## src/rtl/bit_serial_alu_ctrl.sv

```systemverilog
// Bit-serial ALU sequencer: drives an external 1-bit ALU slice LSB first and assembles result/flags.
// Optional SLT support (alu_ctl=0111) is enabled by defining BSALU_SLT_EN.
module bit_serial_alu_ctrl #(
  parameter int unsigned WIDTH = 8
) (
  input  logic             clk,
  input  logic             reset,
  input  logic             start,
  input  logic [3:0]       alu_ctl,
  input  logic [WIDTH-1:0] opa,
  input  logic [WIDTH-1:0] opb,
  output logic             busy,
  output logic             done,
  output logic             err,
  output logic [WIDTH-1:0] result,
  output logic             zero,
  output logic             carry_out,
  output logic             overflow,
  output logic             alu_a,
  output logic             alu_b,
  output logic             alu_ainvert,
  output logic             alu_binvert,
  output logic             alu_cin,
  output logic [1:0]       alu_op,
  input  logic             alu_result,
  input  logic             alu_cout
);

  localparam int unsigned CNT_W = (WIDTH > 2) ? $clog2(WIDTH) : 1;
  localparam logic [CNT_W-1:0] LAST_BIT = CNT_W'(WIDTH - 1);

  typedef enum logic [1:0] {S_IDLE, S_RUN, S_DONE} state_t;

  state_t           state_q, state_d;
  logic [WIDTH-1:0] a_sh_q, a_sh_d, b_sh_q, b_sh_d;
  logic [WIDTH-1:0] result_q, result_d;
  logic [3:0]       ctl_q, ctl_d;
  logic [CNT_W-1:0] cnt_q, cnt_d;
  logic             carry_q, carry_d;
  logic             busy_q, busy_d, done_q, done_d, err_q, err_d;
  logic             zero_q, zero_d, cout_q, cout_d, ovf_q, ovf_d;

  logic             run, is_slt, is_addsub, msb_ovf, slt_bit;
  logic [1:0]       op_eff;
  logic [WIDTH-1:0] res_shift;

  function automatic logic is_supported(input logic [3:0] c);
    case (c)
      4'b0000, 4'b0001, 4'b0010, 4'b0110, 4'b1100: return 1'b1;
`ifdef BSALU_SLT_EN
      4'b0111: return 1'b1;
`endif
      default: return 1'b0;
    endcase
  endfunction

`ifdef BSALU_SLT_EN
  assign is_slt = (ctl_q == 4'b0111);
`else
  assign is_slt = 1'b0;
`endif

  assign run       = (state_q == S_RUN);
  assign is_addsub = (ctl_q == 4'b0010) || (ctl_q == 4'b0110);
  // SLT runs on the slice as a plain subtract; the controller forms the less-than bit itself
  assign op_eff    = is_slt ? 2'b10 : ctl_q[1:0];
  assign res_shift = {alu_result, result_q[WIDTH-1:1]};
  assign msb_ovf   = carry_q ^ alu_cout;
  assign slt_bit   = alu_result ^ msb_ovf;

  // Slice drive: only active while running
  assign alu_a       = run & a_sh_q[0];
  assign alu_b       = run & b_sh_q[0];
  assign alu_cin     = run & carry_q;
  assign alu_ainvert = run & ctl_q[3];
  assign alu_binvert = run & ctl_q[2];
  assign alu_op      = run ? op_eff : 2'b00;

  assign busy      = busy_q;
  assign done      = done_q;
  assign err       = err_q;
  assign result    = result_q;
  assign zero      = zero_q;
  assign carry_out = cout_q;
  assign overflow  = ovf_q;

  always_ff @(posedge clk) begin
    if (reset) begin
      state_q  <= S_IDLE;
      a_sh_q   <= '0;
      b_sh_q   <= '0;
      result_q <= '0;
      ctl_q    <= '0;
      cnt_q    <= '0;
      carry_q  <= 1'b0;
      busy_q   <= 1'b0;
      done_q   <= 1'b0;
      err_q    <= 1'b0;
      zero_q   <= 1'b0;
      cout_q   <= 1'b0;
      ovf_q    <= 1'b0;
    end else begin
      state_q  <= state_d;
      a_sh_q   <= a_sh_d;
      b_sh_q   <= b_sh_d;
      result_q <= result_d;
      ctl_q    <= ctl_d;
      cnt_q    <= cnt_d;
      carry_q  <= carry_d;
      busy_q   <= busy_d;
      done_q   <= done_d;
      err_q    <= err_d;
      zero_q   <= zero_d;
      cout_q   <= cout_d;
      ovf_q    <= ovf_d;
    end
  end

  always_comb begin
    state_d  = state_q;
    a_sh_d   = a_sh_q;
    b_sh_d   = b_sh_q;
    result_d = result_q;
    ctl_d    = ctl_q;
    cnt_d    = cnt_q;
    carry_d  = carry_q;
    busy_d   = busy_q;
    done_d   = 1'b0;
    err_d    = err_q;
    zero_d   = zero_q;
    cout_d   = cout_q;
    ovf_d    = ovf_q;

    case (state_q)
      S_IDLE: begin
        if (start) begin
          if (is_supported(alu_ctl)) begin
            a_sh_d  = opa;
            b_sh_d  = opb;
            ctl_d   = alu_ctl;
            carry_d = alu_ctl[2];
            cnt_d   = '0;
            busy_d  = 1'b1;
            err_d   = 1'b0;
            state_d = S_RUN;
          end else begin
            done_d   = 1'b1;
            err_d    = 1'b1;
            result_d = '0;
            zero_d   = 1'b0;
            cout_d   = 1'b0;
            ovf_d    = 1'b0;
          end
        end
      end
      S_RUN: begin
        result_d = res_shift;
        carry_d  = alu_cout;
        a_sh_d   = a_sh_q >> 1;
        b_sh_d   = b_sh_q >> 1;
        cnt_d    = cnt_q + CNT_W'(1);
        if (cnt_q == LAST_BIT) begin
          // Flags are finalised on the last bit so they are valid together with done
          cout_d  = alu_cout;
          busy_d  = 1'b0;
          done_d  = 1'b1;
          state_d = S_DONE;
          if (is_slt) begin
            result_d = WIDTH'(slt_bit);
            zero_d   = ~slt_bit;
            ovf_d    = 1'b0;
          end else begin
            zero_d = ~|res_shift;
            ovf_d  = is_addsub & msb_ovf;
          end
        end
      end
      S_DONE: begin
        state_d = S_IDLE;
      end
      default: begin
        state_d = S_IDLE;
      end
    endcase
  end

endmodule
```

## config.mk

```make
export PLATFORM = sky130hd
export DESIGN_NAME = bit_serial_alu_ctrl
export DESIGN_NICKNAME = d
export VERILOG_FILES = /design/src/rtl/bit_serial_alu_ctrl.sv
export SDC_FILE = /design/constraint.sdc
export NUM_CORES = 1
export LEC_CHECK = 0
export ABC_AREA = 1
export CAP_MARGIN = 20
export CORE_AREA = 2 2 63 65
export DETAILED_ROUTE_END_ITERATION = 10
export DIE_AREA = 0 0 65 67
export HOLD_SLACK_MARGIN = 0.02
export PLACE_DENSITY_LB_ADDON = 0.12
export SYNTH_ARGS = -nofsm -noshare
export SYNTH_HDL_FRONTEND = slang
export SYNTH_SLANG_ARGS = --single-unit
```

## constraint.sdc

```tcl
create_clock -name clk -period 3.3 [get_ports clk]
set_clock_uncertainty 0.15 [all_clocks]
set_input_delay 0.495 -clock clk [delete_from_list [all_inputs] [get_ports clk]]
set_output_delay 0.495 -clock clk [all_outputs]
set_load 0.02 [all_outputs]
```

==> flow_summary_export.csv <==
group,metric,value,unit
setup_path,required,2.65,ns
clocking,postCtsSetupBuffers,0,
pwr,internal-power,0.745,mW
clocking,clock-sinks,40,
pwr,p_sw_share,27.9,%
die,num_rows,22,
placement,place_congestion,0.787,
finish,n_antenna_cell,0,
sta,rsz0062_at_grt,"no",
die,die_y,67,um
synthesis,synth_warnings,0,
clocking,cts.clk_slew.worst_paths,0.07,ns
grt,grt_pass1_vias,1517,
grt,grt_antenna_before_repair,0,
setup_path,r2r_setup_slack,1.15,ns
synthesis,ys.flop_type,"dfxtp_1",
sta,setup_viol,0,
pwr,vdd_drop_max,0.000310,V
grt,grt_max_degree,42,
finish,nFillCells,341,
synthesis,yosys-top-cells-area,"dfxtp_1 42%, nand2_1 17%, nor2_1 10%, inv_1 6.4%, o21ai_0 6.1%",
sta,max_freq,378,MHz
sta,min_period,2.64,ns
pwr,power_switching,0.288,mW
clocking,root_buffer,"clkbuf_8",
sta,totalNegativeSetupSlack,0,ns
outcome,status,"finished, final reports clean",
clocking,h-tree-depth,2,
grt,overflow,0,
pwr,power_frac_clock,29.0,%
finish,layout-drive-gt1-share,5.21,%
synthesis,ys_ff_latch,40,
synthesis,synth.distinct_cells,23,
clocking,clock_latency,0.28,ns
placement,portBuffers,45,
synthesis,syn_avg_cell_area,6.61,sq um
finish,finalNetCount,353,
synthesis,syn-num-nets,313,
finish,multi_input_area,878,sq um
placement,dp_hpwl,2600,um
die,initial_core_util,52.4,%
synthesis,synth.most_common_cell,"nand2_1",
detailed_routing,vias_per_cell,4.71,
setup_path,r2r_cells,8,
setup_path,cp_max_fo,41,
die,dieArea,4360,sq um
pwr,p_leak,1.09,nW
synthesis,seq_area_frac_synth,42.4,%
clocking,cts_buffers,5,
detailed_routing,drcViolationCount,0,
run,maxCapViolCount,0,
setup_path,start_kind,"flip-flop",
finish,final_core_util,66.6,%
grt,grt.total_usage,18.8,%
setup_path,crit_path_end_kind,"primary output",
grt,grt_pass1_wl,6340,um
detailed_routing,via_count,1761,
min_path,whs_path_depth,2,
synthesis,syn-cell-area,1890,sq um
clocking,hold_buffers,0,
synthesis,synthCells,286,
grt,grt.met3_usage,5.24,%
clocking,cts_max_path_buffers,2,
pwr,p_seq_share,51.2,%
detailed_routing,drt_iter0_markers,137,
die,die_w,65,um
synthesis,async_flop_share,0,%
min_path,min_path_type,"reg2reg",
setup_path,regToRegEndpoint,"zero$_SDFFE_PP0P_",
min_path,hold_end,"ctl_q[2]$_SDFFE_PP0P_",
finish,seq_area,801,sq um
grt,use_met2,32.5,%
sta,worst-slew-pin-transition,0.719,ns
detailed_routing,wl_per_cell,10.4,um
die,core_area,3610,sq um
sta,finalHoldViolCount,0,
die,ios,46,
synthesis,synth.top_cell.area_share,42.4,%
finish,syn_to_final_growth,27.1,%
pwr,power.density,430,nW/um^2
setup_path,critPathArrivalTime,2.00,ns
sta,finalMaxSlewViolations,0,
sta,period_share,80.1,%
grt,busiest_layer,"met2",
synthesis,synth_edf_count,0,
clocking,tritoncts,"built",
grt,use_met1,23.0,%
min_path,hold_start,"ctl_q[2]$_SDFFE_PP0P_",
sta,slew_headroom,52.0,%
synthesis,synth_area_leader_cell,"dfxtp_1",
pwr,comb_power_share,19.8,%
clocking,post_cts_resize_count,0,
synthesis,synthTopCellsByCount,"85 x nand2_1, 51 x nor2_1, 40 x dfxtp_1",
finish,stdcell_count,374,
placement,placed_cells,367,
detailed_routing,drt_pass1_iterations,4,
detailed_routing,drtAntennaViolNets,0,
setup_path,path_class,"reg2out",
detailed_routing,routed_wl,3870,um
setup_path,r2r-start,"state_q[1]$_SDFFE_PP0P_",
[layer usage]
layer | part of all wire (%) | vias up
li1 | - | 954
met1 | 50 | 772
met2 | 45 | 31
met3 | 4.0 | 4
met4 | 0.85 | 0
met5 | 0 | -
[cell families after synthesis]
group / count (synthesis) / synth area share (%)
AOI/OAI and AO/OA: 42 / 11.3
xor gates and xnor gates: 1 / 0.463
adders and majority gates: 2 / 1.32
buffers and inverters: 47 / 11.2
DFF: 40 / 42.4
and+or+nand+nor: 154 / 33.4
[power groups by stage]
stage               logic, mW  clock network [mW]  registers [mW]
floorplan               0.137                   0           0.544
finish                  0.204               0.300           0.529
global placement        0.201                   0           0.538
global route            0.232               0.332           0.531
detailed placement      0.204                   0           0.539
CTS                     0.206               0.307           0.528
[flip-flops by register name, summed over array words and instances, names as in the netlist, 2 cells and up]
signal   flops
a_sh_q       8
ctl_q        4
b_sh_q       8
cnt_q        3
state_q      2
result       8
[metrics by stage]
| stage | power [mW] | cell area [sq um] | setup slack (ns) | hold WS [ns] |
|---|---|---|---|---|
| after global routing | 1.10 | 2400 | 0.464 | 0.349 |
| after floorplan | 0.681 | 1890 | 1.67 | 0.280 |
| after global placement | 0.739 | 2320 | 0.963 | 0.299 |
| after detailed placement | 0.743 | 2320 | 0.951 | 0.299 |
| after CTS | 1.04 | 2400 | 0.627 | 0.310 |
| final | 1.03 | 2400 | 0.656 | 0.310 |
[critical path: stages, from the launching register on]
cell and delay (ns):
dfxtp_1 0.33, inv_2 0.12, nand2_2 0.38, nor2_1 0.26, clkdlybuf4s50_1 0.63
[cell usage in the layout (no fill, tap or decap), types with 2 or more instances in the layout]
master           synthesis  routed
nand2_1                 85      85
nor2_1                  51      51
clkdlybuf4s50_1          0      45
dfxtp_1                 40      40
inv_1                   32      32
o21ai_0                 23      23
a21oi_1                 18      18
nand3_1                  5       5
clkbuf_8                 0       5
nand2_2                  4       4
inv_2                    2       2
or2_2                    2       2
nand4_1                  2       2
ha_1                     2       2
[layout make-up]
class	count	share of cell area (%)
Multi-Input combinational cell	199	36.6
Sequential cell	40	33.3
Timing Repair Buffer	46	19.1
Inverter	34	5.31
Clock buffer	6	3.02
Tap cell	48	2.50
Clock inverter	1	0.208
[worst max-delay path by stage]
stage	to	cells after the start	slack, ns	start
floorplan	alu_a	4	1.67	state_q[1]$_SDFFE_PP0P_
global placement	alu_op[1]	4	0.96	state_q[1]$_SDFFE_PP0P_
detailed placement	alu_op[1]	4	0.95	state_q[1]$_SDFFE_PP0P_
CTS	alu_op[1]	4	0.63	state_q[1]$_SDFFE_PP0P_
global route	alu_op[1]	4	0.46	state_q[1]$_SDFFE_PP0P_
finish	alu_op[1]	4	0.66	state_q[1]$_SDFFE_PP0P_
Note: power is estimated with default switching activity, not from simulation.
